[config.mk]
export PLATFORM = sky130hd
export DESIGN_NAME = alu_exec_stage
export DESIGN_NICKNAME = d
export VERILOG_FILES = /design/src/rtl/alu_exec_stage.sv
export SDC_FILE = /design/constraint.sdc
export NUM_CORES = 1
export LEC_CHECK = 0
export ABC_CLOCK_PERIOD_IN_PS = 6800
export CORE_MARGIN = 2
export CORE_UTILIZATION = 43
export CTS_BUF_LIST = sky130_fd_sc_hd__clkbuf_16
export DETAILED_ROUTE_END_ITERATION = 10
export GPL_TIMING_DRIVEN = 0
export PLACE_DENSITY_LB_ADDON = 0.3
export SETUP_SLACK_MARGIN = 0.5
export SLEW_MARGIN = 30
export SYNTH_ARGS = -nofsm -noshare
export SYNTH_HDL_FRONTEND = slang
export SYNTH_SLANG_ARGS = --single-unit
[constraint.sdc]
create_clock -name clk -period 6.8 [get_ports clk]
set_clock_uncertainty 0.05 [all_clocks]
set_input_delay 0.68 -clock clk [delete_from_list [all_inputs] [get_ports clk]]
set_output_delay 0.68 -clock clk [all_outputs]
set_load 0.03 [all_outputs]
[src/rtl/alu_exec_stage.sv]
// Registered execute-stage ALU with a one-entry valid/ready output register,
// flush, and a retired-operation counter.
module alu_exec_stage #(
  parameter int unsigned WIDTH = 32,
  parameter int unsigned SHW   = $clog2(WIDTH),
  // Counter width; narrower values only shorten the wrap period for testing.
  parameter int unsigned CNT_W = 32
) (
  input  logic             clk,
  input  logic             reset,
  input  logic             in_valid,
  output logic             in_ready,
  input  logic [3:0]       alucontrol,
  input  logic [WIDTH-1:0] srca,
  input  logic [WIDTH-1:0] srcb,
  input  logic             flush,
  output logic             out_valid,
  input  logic             out_ready,
  output logic [WIDTH-1:0] result,
  output logic             zero,
  output logic             illegal,
  output logic [31:0]      op_count
);

  typedef enum logic [3:0] {
    OpAdd  = 4'b0000,
    OpSub  = 4'b0001,
    OpAnd  = 4'b0010,
    OpOr   = 4'b0011,
    OpSll  = 4'b0100,
    OpSlt  = 4'b0101,
    OpXor  = 4'b0110,
    OpSrl  = 4'b0111,
    OpSltu = 4'b1000,
    OpSra  = 4'b1111
  } alu_op_e;

  logic [WIDTH-1:0] alu_res;
  logic             alu_illegal;
  logic             alu_zero;
  logic [SHW-1:0]   shamt;

  logic             valid_q, valid_d;
  logic [WIDTH-1:0] result_q;
  logic             zero_q;
  logic             illegal_q;
  logic [CNT_W-1:0] count_q, count_d;

  logic             accept;
  logic             retire;

  // ---------------------------------------------------------------------------
  // Combinational ALU datapath
  // ---------------------------------------------------------------------------
  assign shamt = srcb[SHW-1:0];

  always_comb begin
    alu_res     = '0;
    alu_illegal = 1'b0;
    case (alu_op_e'(alucontrol))
      OpAdd:  alu_res = srca + srcb;
      OpSub:  alu_res = srca - srcb;
      OpAnd:  alu_res = srca & srcb;
      OpOr:   alu_res = srca | srcb;
      OpXor:  alu_res = srca ^ srcb;
      OpSll:  alu_res = srca << shamt;
      OpSrl:  alu_res = srca >> shamt;
      OpSra:  alu_res = $unsigned($signed(srca) >>> shamt);
      OpSlt:  alu_res[0] = $signed(srca) < $signed(srcb);
      OpSltu: alu_res[0] = srca < srcb;
      default: alu_illegal = 1'b1;
    endcase
  end

  assign alu_zero = (alu_res == '0);

  // ---------------------------------------------------------------------------
  // Handshake control
  // ---------------------------------------------------------------------------
  assign in_ready = !valid_q || out_ready;
  assign accept   = in_valid && in_ready && !flush;
  assign retire   = valid_q && out_ready && !flush;

  // Flush wins over both accept and retire; accept wins over the retire clear.
  always_comb begin
    valid_d = valid_q;
    count_d = count_q;
    if (flush) begin
      valid_d = 1'b0;
    end else begin
      if (retire) begin
        valid_d = 1'b0;
        count_d = count_q + 1'b1;
      end
      if (accept) begin
        valid_d = 1'b1;
      end
    end
  end

  always_ff @(posedge clk) begin
    if (reset) begin
      valid_q   <= 1'b0;
      result_q  <= '0;
      zero_q    <= 1'b0;
      illegal_q <= 1'b0;
      count_q   <= '0;
    end else begin
      valid_q <= valid_d;
      count_q <= count_d;
      // Payload only loads on accept, so idle-cycle operands never leak in.
      if (accept) begin
        result_q  <= alu_res;
        zero_q    <= alu_zero;
        illegal_q <= alu_illegal;
      end
    end
  end

  assign out_valid = valid_q;
  assign result    = result_q;
  assign zero      = zero_q;
  assign illegal   = illegal_q;
  assign op_count  = 32'(count_q);

endmodule

Word level (Yosys, flattened, before mapping)
Cells that the tools add are included.
{"block": "word_totals", "output_inout_bits": 68, "inputBits": 73, "word_cells": 44, "register_bits": 67}
{"block": "op_classes", "muxes": 5, "magnitude_cmp": 2, "addsub": 3, "reduce_logical": 13, "n_eq_ne": 9, "bitwise": 4, "shifts": 3}
{"cell": "$pmux 31 s8", "n": 1}
{"cell": "$lt 32x32->1", "n": 2}
{"cell": "$add 32x1->32 const B", "n": 1}
{"cell": "$add 32x32->32", "n": 1}
{"cell": "$and 32x32->32", "n": 1}
{"cell": "$logic_not 32->1", "n": 1}
{"cell": "$or 32x32->32", "n": 1}
{"cell": "$shl 32x5->32", "n": 1}
{"cell": "$shr 32x5->32", "n": 1}
{"cell": "$sshr 32x5->32", "n": 1}
{"cell": "$sub 32x32->32", "n": 1}
{"cell": "$xor 32x32->32", "n": 1}
{"cell": "$eq 4x3->1 const B", "n": 4}
{"cell": "$pmux 1 s10", "n": 1}
{"cell": "$reduce_or 10->1", "n": 1}
{"cell": "$eq 4x2->1 const B", "n": 2}
{"cell": "$eq 4x4->1 const B", "n": 2}
{"cell": "$eq 4x1->1 const B", "n": 1}
{"cell": "$logic_and 1x1->1", "n": 4}
{"cell": "$logic_not 4->1", "n": 1}
{"cell": "$mux 1", "n": 3}
{"cell": "$logic_not 1->1", "n": 2}
{"cell": "$reduce_and 2->1", "n": 1}
{"cell": "$reduce_bool 2->1", "n": 1}
{"cell": "3 further kinds", "n": 3}

Logic depth before layout (Yosys ltp)
Gate-level depths: netlist (run 1).
{"block": "depth", "word_depth": 5, "mapped_depth": 17, "mapped_depth_nobuf": 15}

Worst setup path before layout (run 1)
OpenSTA, ideal clock, no wires.
{"block": "synth_timing", "path_kind": "input to register", "start": "input port srcb[1]", "end": "register zero_q (netlist: zero)", "n_path_buf": 3, "stages": 16, "setup_ns": 0.096, "slack_ns": 2.381, "arrival_ns": 4.273, "required_time_ns": 6.654, "cell_sequence": "inv_2 buf_1 buf_2 buf_2 ha_1 a211oi_1 o31a_1 a2bb2oi_1 a21o_1 a21boi_1 or4_1 a211oi_1 mux2i_1 a21oi_1 inv_1 o41ai_2"}
{"block": "synth_via", "elab_chain_len": 3, "elab_cells_between_ends": 13, "classes_between": "2 x add/sub; 2 x order compare; 3 x shift; 2 x mux; 3 x bitwise; 1 x reduce/logical"}
{"item": "from (decl)", "line": "15", "text": "input logic [WIDTH-1:0] srcb,"}
{"item": "$sub 32x32->32 (tied with other cells)", "line": "62", "text": "OpSub: alu_res = srca - srcb;"}
{"item": "$pmux 31 s8 / $pmux 1 s10 (equally long branches)", "line": "60", "text": "case (alu_op_e'(alucontrol))"}
{"item": "$logic_not 32->1 *", "line": "75", "text": "assign alu_zero = (alu_res == '0);"}
{"item": "to (signal assigned)", "line": "114", "text": "zero_q <= alu_zero;"}
{"item": "to (decl)", "line": "45", "text": "logic zero_q;"}
Mark *: on every way between the ends. The rest lies on a longest branch, timed or not.
A chain may end at the register's enable or synchronous reset.

Final worst setup path (run 1)
{"block": "layout_timing", "start": "input port srcb[3]", "end": "register zero_q (netlist: zero)"}
The elaborated chain is that of the path after synthesis.

==> results of run 1 <==
## layer usage
metal	routed length, um	up-vias	track usage [%]
li1	-	6518	-
met1	26400	7265	60.0
met2	27900	1299	68.0
met3	8640	254	10.1
met4	4090	0	21.2
met5	0	-	0
## flip-flops by register name (all words and copies together) (netlist names)
register / flops
result: 32
out_valid: 1
zero: 1
illegal: 1
op_count: 32
## per-stage QoR
stage	utilization [%]	hold WS [ns]	instance area (sq um)	std cells	TNS [ns]
2_1_floorplan	-	0.530	12200	1667	0
3_3_place_gp	50.5	0.391	14000	2184	-0.172
3_5_place_dp	50.7	0.397	14100	2186	-0.118
4_1_cts	51.8	0.403	14400	2202	0
5_1_grt	51.9	0.422	14400	2202	0
6_report	51.9	0.402	14400	2202	0
## kinds of logic after synthesis
group,after synthesis,synth area share (%)
simple gates,583,23.1
mux,121,14.3
flops,67,11.0
buf+inv,223,7.96
fa+ha+maj,106,11.0
xor+xnor,47,3.38
compound gates,520,29.2
## cell type report
cell class                 instances  share of cell area [%]
tap                              378                    3.28
clock buffer                       9                    1.56
buffer                           120                    4.07
clock inverter                     7                   0.512
inverter                         103                    2.68
multi-input combinational       1377                    68.8
sequential                        67                    9.30
timing repair buffer             141                    9.76
## how the worst max path moves through the flow
stage / slack, ns / startpoint / cells past startpoint / end
3_3_place_gp: -0.17 / srcb[1] / 17 / zero
3_5_place_dp: -0.12 / srcb[1] / 17 / zero
5_1_grt: 0.59 / srcb[3] / 18 / zero
2_1_floorplan: 2.38 / srcb[1] / 16 / zero
6_report: 0.72 / srcb[3] / 18 / zero
4_1_cts: 0.53 / srcb[3] / 18 / zero
## power by group
group,internal [mW],switching [mW],total (mW)
clock network,0.285,0.175,0.460
logic,0.361,0.720,1.08
registers,0.407,0.00793,0.414
total,1.05,0.903,1.96
## Yosys cell counts (15+ instances only)
cell / count / area share, %
dfxtp_1: 67 / 11
o22ai_1: 24 / 1.2
a211oi_1: 59 / 3.6
nor3_1: 46 / 1.9
nor4_1: 15 / 0.77
nor2_1: 176 / 5.4
nand3_1: 43 / 1.8
o211ai_1: 34 / 2.1
ha_1: 104 / 11
nand2_1: 152 / 4.7
mux2_2: 25 / 2.3
nor2b_1: 23 / 1.2
inv_1: 98 / 3.0
buf_2: 37 / 1.5
o31ai_1: 17 / 1.0
o21ai_0: 87 / 3.6
mux2i_1: 54 / 4.4
xnor2_1: 27 / 1.9
mux4_2: 36 / 6.7
xor2_1: 20 / 1.4
a21oi_1: 120 / 4.9
nand4_1: 27 / 1.4
nand2b_1: 16 / 0.82
clkbuf_1: 65 / 2.0
## critical path: stages
cell and delay [ns]:
clkdlybuf4s50_1 0.61, buf_2 0.33, inv_2 0.17, clkbuf_2 0.32, clkbuf_2 0.36, ha_1 0.37, buf_2 0.18, nor2b_1 0.12
o311ai_4 0.42, nand2_1 0.16, xnor2_1 0.24, a22o_1 0.22, a211oi_1 0.85, and4_1 0.34, nand4_1 0.13, nor4_1 0.31
nand4_1 0.15, o41ai_2 0.28
## repair_timing
item	CTS	global route
resized for setup	3	10
hold endpoints to repair	0	0
endpoints found under the setup margin	1	2
==> flow_summary_export.csv, run 1 <==
group,metric,value,unit
power,report.power.total,1.96,mW
final_layout,nets,1998,
yosys,ys_types,98,
global_routing,antenna_found_initial,0,
detailed_routing,routed_wl,67000,um
yosys,synth_area,12200,sq um
floorplanning,dieArea,29600,sq um
global_routing,overflow,0,
final_layout,multi_input_area,9930,sq um
sta,maxSlewViolCount,0,
final_layout,regArea,1340,sq um
yosys,synth_ff_type,"dfxtp_1",
yosys,ys_ff_latch,67,
hold_path,hold_path.class,"reg -> reg",
sta,tightest_slew,1.04,ns
worst_setup_path,reg2reg_slack,3.71,ns
power,power_density,136,nW/um^2
place,routabilityCongestion,1.08,
final_layout,final_common_cell,"nor2_1",
final_layout,final_cell_mix,"174 x nor2_1, 152 x nand2_1, 137 x clkdlybuf4s50_1",
sta,period_share,89.4,%
global_routing,grt_usage,44.7,%
worst_setup_path,path_class,"in -> reg",
yosys,synth-edff-count,0,
worst_setup_path,cp_max_fo,11,
detailed_routing,via_count,15336,
clock_tree,clock_latency,0.33,ns
worst_setup_path,r2r_start,"out_valid",
final_layout,area_delta_synth_final,18.6,%
yosys,syn_avg_cell_area,7.30,sq um
outcome,status,"finished, final reports clean",
floorplanning,start_util,43.8,%
clock_tree,cts.sinks,67,
yosys,yosys_warnings,0,
clock_tree,hold_buffers,0,
sta,max-slew-margin-rel,30.3,%
global_routing,grt_first_pass_wirelength,96500,um
clock_tree,cts_setup_buffers,0,
yosys,async_flop_share,0,%
floorplanning,core_area,27800,sq um
sta,grt_setup_unrepaired,"false",
clock_tree,cts_root_buf,"clkbuf_16",
hold_path,worstHoldStart,"result[20]",
sta,finalWorstSetupSlack,0.720,ns
yosys,syn-num-nets,1846,
hold_path,holdPathStages,2,
clock_tree,cts_tree,"done",
global_routing,grt_pass1_vias,14043,
hold_path,min_to,"result[20]",
final_layout,layout-drive-gt1-share,9.76,%
detailed_routing,first_pass_iters,6,
floorplanning,rows,61,
power,p_leak,5.57,nW
global_routing,grt_start_max_net_pins,14,
clock_tree,clk_pin_slew,0.05,ns
sta,fin_crit,6.08,ns
sta,setup_viol,0,
clock_tree,clockBufferDepth,2,
clock_tree,cts_buffers,9,
detailed_routing,wl_per_cell,30.4,um
final_layout,num_antenna_cells,0,
yosys,synthCells,1667,
floorplanning,die_h,172,um
yosys,synth-seq-area-share,11.0,%
detailed_routing,drc_errors,0,
clock_tree,ctsHtreeMaxLevel,3,
worst_setup_path,worstPathArrival,6.27,ns
final_layout,fillers,2762,
sta,hold_violations,0,
detailed_routing,initialDrtViolationCount,2229,
place,io_buffers,139,
worst_setup_path,r2r_end,"zero",
place,hpwl,54200,um
worst_setup_path,r2r.worst_path.cells,12,
worst_setup_path,endpoint_kind,"flip-flop",
floorplanning,fp.dieW,172,um
sta,fmax,164,MHz
worst_setup_path,crit_required,6.99,ns
detailed_routing,drtAntennaViolNets,0,
worst_setup_path,worstSetupStartpointType,"input pin",
detailed_routing,via_per_inst,6.96,
place,pre_cts_ws,-0.118,ns
power,max-vdd-ir-drop,162,uV
floorplanning,io_pins,141,
run,maxCapViolCount,0,
Power figures use the tool's default switching activity.
==> run 2: changes to the inputs <==
--- a/config.mk
+++ b/config.mk
@@ -5,7 +5,7 @@
 export SDC_FILE = /design/constraint.sdc
 export NUM_CORES = 1
 export LEC_CHECK = 0
-export ABC_CLOCK_PERIOD_IN_PS = 6800
+export ABC_CLOCK_PERIOD_IN_PS = 7100
 export CORE_MARGIN = 2
 export CORE_UTILIZATION = 43
 export CTS_BUF_LIST = sky130_fd_sc_hd__clkbuf_16
==> constraint.sdc (replaced) <==
create_clock -name clk -period 7.1 [get_ports clk]
set_clock_uncertainty 0.05 [all_clocks]
set_input_delay 0.71 -clock clk [delete_from_list [all_inputs] [get_ports clk]]
set_output_delay 0.71 -clock clk [all_outputs]
set_load 0.03 [all_outputs]
==> run 2 against run 1 <==
  * Combinational power down 5%
  * Critical path type unchanged
  * Non-clock buffer count unchanged
  * First-iteration DRC count up 6.6%
  * Hold slack about the same
  * Count of clock-buffer cells in the layout unchanged
==> flow_summary_export.csv, run 2 (synthesis gave the netlist of run 1 again) <==
group,metric,value,unit
detailed_routing,initialDrtViolationCount,2376,
detailed_routing,via_count,15385,
final_layout,fin_util,51.9,%
clock_tree,hold_buffers,0,
sta,finalWorstSetupSlack,0.537,ns
final_layout,regArea,1340,sq um
clock_tree,ctsHtreeMaxLevel,3,
worst_setup_path,endpoint_kind,"flip-flop",
clock_tree,cts_buffers,9,
clock_tree,cts_setup_buffers,0,
final_layout,area_delta_synth_final,18.5,%
floorplanning,core_area,27800,sq um
detailed_routing,first_pass_iters,6,
worst_setup_path,crit_required,7.29,ns
worst_setup_path,path_class,"in -> reg",
clock_tree,clock_latency,0.33,ns
sta,max-slew-margin-rel,33.2,%
outcome,status,"finished, final reports clean",
final_layout,fillers,2766,
clock_tree,cts_tree,"done",
place,hpwl,54200,um
sta,hold_violations,0,
global_routing,overflow,0,
global_routing,grt_start_max_net_pins,14,
clock_tree,clk_pin_slew,0.05,ns
worst_setup_path,worstSetupStartpointType,"input pin",
final_layout,final_cell_mix,"174 x nor2_1, 152 x nand2_1, 138 x clkdlybuf4s50_1",
clock_tree,cts_root_buf,"clkbuf_16",
detailed_routing,via_per_inst,6.98,
power,max-vdd-ir-drop,154,uV
worst_setup_path,reg2reg_slack,3.97,ns
power,p_leak,5.56,nW
sta,grt_setup_unrepaired,"false",
run,maxCapViolCount,0,
global_routing,antenna_found_initial,0,
sta,tightest_slew,0.999,ns
sta,fmax,152,MHz
worst_setup_path,crit_start,"srcb[3]",
final_layout,layout-drive-gt1-share,9.59,%
sta,setup_viol,0,
final_layout,nets,1998,
sta,period_share,92.4,%
detailed_routing,routed_wl,67100,um
clock_tree,clockBufferDepth,2,
final_layout,multi_input_area,9920,sq um
place,io_buffers,139,
worst_setup_path,r2r_start,"out_valid",
sta,maxSlewViolCount,0,
floorplanning,rows,61,
worst_setup_path,cp_max_fo,11,
floorplanning,dieArea,29600,sq um
worst_setup_path,r2r.worst_path.cells,12,
worst_setup_path,r2r_end,"zero",
hold_path,hold_path.class,"reg -> reg",
place,pre_cts_ws,0.152,ns
worst_setup_path,worstPathArrival,6.75,ns
worst_setup_path,crit_end,"zero",
final_layout,final_common_cell,"nor2_1",
detailed_routing,drc_errors,0,
sta,fin_crit,6.56,ns
power,report.power.total,1.87,mW
place,routabilityCongestion,1.08,
global_routing,grt_first_pass_wirelength,96500,um
detailed_routing,wl_per_cell,30.5,um
sta,totalNegativeSetupSlack,0,ns
floorplanning,start_util,43.8,%
global_routing,grt_pass1_vias,14043,
detailed_routing,drtAntennaViolNets,0,
clock_tree,cts.sinks,67,
floorplanning,die_h,172,um
power,power_density,130,nW/um^2
floorplanning,io_pins,141,
floorplanning,fp.dieW,172,um
global_routing,grt_usage,44.7,%
==> run 2: through the flow <==
stage	instances	area, sq um	hold slack, ns
detailed placement	2186	14100	0.397
global placement	2184	14000	0.391
global route	2202	14400	0.422
floorplan	1667	12200	0.530
finish	2203	14400	0.402
CTS	2202	14400	0.403
==> run 2: repair_timing <==
action,CTS,global route
setup endpoints to repair,1,2
gates resized for setup,1,6
pin swaps,0,0
==> run 2: worst max-delay path: stages <==
cell and delay [ns]:
clkdlybuf4s50_1 0.52, buf_2 0.27, inv_2 0.21, buf_1 0.65
clkbuf_2 0.47, ha_1 0.19, buf_2 0.19, nor2b_1 0.11
a211oi_1 0.63, a21oi_2 0.18, nor4_1 0.84, nor2_1 0.18
a311oi_1 0.44, xnor2_1 0.26, o21ai_0 0.18, nor4_1 0.30
nand4b_1 0.16, o41ai_2 0.23
==> run 2: final cells by class <==
cell class	count	share of cell area (%)
Antenna cell	1	0.0174
Buffer	120	4.06
Clock buffer	9	1.56
Clock inverter	7	0.512
Inverter	103	2.68
Multi-Input combinational cell	1377	68.8
Sequential cell	67	9.31
Tap cell	378	3.28
Timing Repair Buffer	141	9.76
==> run 2: how the worst min path moves through the flow <==
stage,slack (ns),end,cells after the start,startpoint
3_3_place_gp,0.39,result[20],2,result[20]
4_1_cts,0.40,result[20],2,result[20]
5_1_grt,0.42,illegal,2,illegal
6_report,0.40,result[20],2,result[20]
3_5_place_dp,0.40,result[20],2,result[20]
2_1_floorplan,0.53,result[20],2,result[20]
==> run 2: power by group <==
part,switching [mW],internal [mW]
Combinational,0.689,0.345
Sequential,0.00760,0.389
Clock,0.167,0.273
Total,0.864,1.01
==> run 2: layer usage <==
| layer | track usage (%) | routed length, um |
|---|---|---|
| met2 | 68.0 | 28100 |
| met4 | 21.2 | 3890 |
| met1 | 59.9 | 26600 |
| met5 | 0 | 0 |
| met3 | 10.1 | 8400 |
==> run 3: changes to the inputs <==
--- a/config.mk
+++ b/config.mk
@@ -7,10 +7,11 @@
 export LEC_CHECK = 0
 export ABC_CLOCK_PERIOD_IN_PS = 7100
 export CORE_MARGIN = 2
-export CORE_UTILIZATION = 43
+export CORE_UTILIZATION = 38
 export CTS_BUF_LIST = sky130_fd_sc_hd__clkbuf_16
 export DETAILED_ROUTE_END_ITERATION = 10
 export GPL_TIMING_DRIVEN = 0
+export HOLD_SLACK_MARGIN = 0.02
 export PLACE_DENSITY_LB_ADDON = 0.3
 export SETUP_SLACK_MARGIN = 0.5
 export SLEW_MARGIN = 30
==> run 3 against run 2 <==
  * Utilization is 6.0 points lower
  * Worst setup slack better by 0.28 ns
  * Via count is 2.5% lower
  * Wire length is 2.9% higher
  * Critical path depth is 1 lower
  * Non-clock buffer count is 1 higher
  * Clock power is 2% lower
  * Largest power group unchanged
==> flow_summary_export.csv, run 3 (synthesis gave the netlist of run 1 again) <==
group,metric,value,unit
outcome,status,"finished, final reports clean",
final_layout,layout-drive-gt1-share,9.86,%
power,p_sw,865,uW
global_routing,grt_first_pass_wirelength,99400,um
detailed_routing,met3WireLength,7760,um
clock_tree,hold_buffers,0,
detailed_routing,wl_met1,28700,um
power,power_density,129,nW/um^2
sta,fin_crit,6.28,ns
sta,tightest_slew,0.955,ns
clock_tree,clockBufferDepth,2,
floorplanning,fp.dieW,183,um
power,p_leak,5.57,nW
power,clkPwrFrac,23.1,%
hold_path,hold_path.class,"reg -> reg",
hold_path,min_to,"result[26]",
clock_tree,cts_tree,"done",
worst_setup_path,path_class,"in -> reg",
worst_setup_path,endpoint_kind,"flip-flop",
power,pwr-share-seq,21.2,%
place,routabilityCongestion,1.05,
sta,grt_setup_unrepaired,"false",
final_layout,nets,1999,
clock_tree,cts_buffers,9,
final_layout,area_delta_synth_final,18.9,%
final_layout,instances_no_fill,2227,
floorplanning,core_area,31600,sq um
clock_tree,clock_latency,0.32,ns
sta,maxSlewViolCount,0,
floorplanning,dieArea,33500,sq um
hold_path,holdPathStages,2,
global_routing,grt_pass1_vias,13998,
sta,totalNegativeSetupSlack,0,ns
global_routing,overflow,0,
detailed_routing,first_pass_iters,6,
global_routing,antenna_found_initial,0,
sta,setup_viol,0,
final_layout,multi_input_area,9940,sq um
clock_tree,cts_setup_buffers,0,
detailed_routing,wl_per_cell,31.0,um
power,p_int,1.01,mW
power,combinationalPowerShare,55.7,%
detailed_routing,routed_wl,69000,um
detailed_routing,initialDrtViolationCount,1995,
place,hpwl,56700,um
sta,period_share,88.5,%
sta,hold_violations,0,
run,maxCapViolCount,0,
worst_setup_path,reg2reg_slack,3.93,ns
final_layout,fillers,3244,
floorplanning,die_h,183,um
clock_tree,cts_root_buf,"clkbuf_16",
sta,fmax,159,MHz
floorplanning,rows,65,
floorplanning,start_util,38.5,%
detailed_routing,drc_errors,0,
power,p_sw_share,46.2,%
detailed_routing,via_count,14995,
power,max-vdd-ir-drop,125,uV
worst_setup_path,crit_start,"srcb[3]",
place,io_buffers,139,
clock_tree,clk_pin_slew,0.05,ns
clock_tree,cts.sinks,67,
detailed_routing,via_per_inst,6.73,
power,report.power.total,1.87,mW
detailed_routing,top_layer,"met4",
clock_tree,ctsHtreeMaxLevel,3,
worst_setup_path,crit_required,7.28,ns
final_layout,regArea,1340,sq um
floorplanning,io_pins,141,
place,place_inst,2211,
detailed_routing,dr_wl_met2,28600,um
sta,max-slew-margin-rel,34.7,%
worst_setup_path,cp_max_fo,11,
detailed_routing,drtAntennaViolNets,0,
final_layout,final_cell_mix,"174 x nor2_1, 152 x nand2_1, 138 x clkdlybuf4s50_1",
global_routing,grt_usage,40.6,%
worst_setup_path,worstSetupStartpointType,"input pin",
hold_path,worstHoldStart,"result[26]",
global_routing,grt_start_max_net_pins,13,
worst_setup_path,r2r.worst_path.cells,12,
final_layout,fin_util,45.8,%
worst_setup_path,worstPathArrival,6.46,ns
worst_setup_path,r2r_end,"zero",
final_layout,final_common_cell,"nor2_1",
final_layout,num_antenna_cells,0,
worst_setup_path,r2r_start,"out_valid",
## run 3: timing repair
| action | 4_1_cts | 5_1_grt |
|---|---|---|
| setup endpoints to repair | 1 | 1 |
| gates cloned | 0 | 0 |
| gates resized for setup | 2 | 13 |
## run 3: power by group through the flow
stage	Sequential [mW]	Combinational (mW)	Clock (mW)
final	0.397	1.04	0.433
after global routing	0.398	1.08	0.454
after CTS	0.397	0.996	0.435
after detailed placement	0.405	0.989	0
after global placement	0.404	0.989	0
after floorplan	0.430	0.560	0
## run 3: stage by stage
| stage | worst slack [ns] | hold slack [ns] | cell area [sq um] |
|---|---|---|---|
| final | 0.817 | 0.399 | 14500 |
| after detailed placement | 0.0780 | 0.397 | 14100 |
| after global placement | 0.0349 | 0.392 | 14100 |
| after global routing | 0.618 | 0.418 | 14500 |
| after floorplan | 2.65 | 0.530 | 12200 |
| after CTS | 0.637 | 0.403 | 14400 |
## run 3: worst max-delay path by stage
stage / to / slack [ns] / cells past startpoint
after floorplan: zero / 2.65 / 16
after global placement: zero / 0.03 / 17
after detailed placement: zero / 0.08 / 17
after CTS: zero / 0.64 / 17
after global routing: zero / 0.62 / 18
final: zero / 0.82 / 17
## run 3: metal layers
layer / GRT usage, % / vias up
li1: - / 6528
met1: 56.2 / 7199
met2: 60.8 / 1066
met3: 8.10 / 202
met4: 18.0 / 0
met5: 0 / -
## run 3: critical path, stage by stage
cell             delay (ns)
clkdlybuf4s50_1        0.51
buf_2                  0.27
inv_2                  0.24
buf_1                  0.61
clkbuf_2               0.48
ha_1                   0.31
buf_2                  0.17
or4_1                  0.65
a211oi_1               0.37
o22ai_1                0.13
xnor2_1                0.26
a211oi_2               0.59
and3_1                 0.23
nand4_1                0.14
nor4_1                 0.33
nand4_1                0.15
o41ai_2                0.29
## run 3: area by class of cell
cell class | count | area share [%]
timing repair buffer | 142 | 9.77
multi-input combinational | 1377 | 68.7
inverter | 103 | 2.69
sequential | 67 | 9.27
clock buffer | 9 | 1.56
tap | 402 | 3.48
clock inverter | 7 | 0.476
buffer | 120 | 4.05
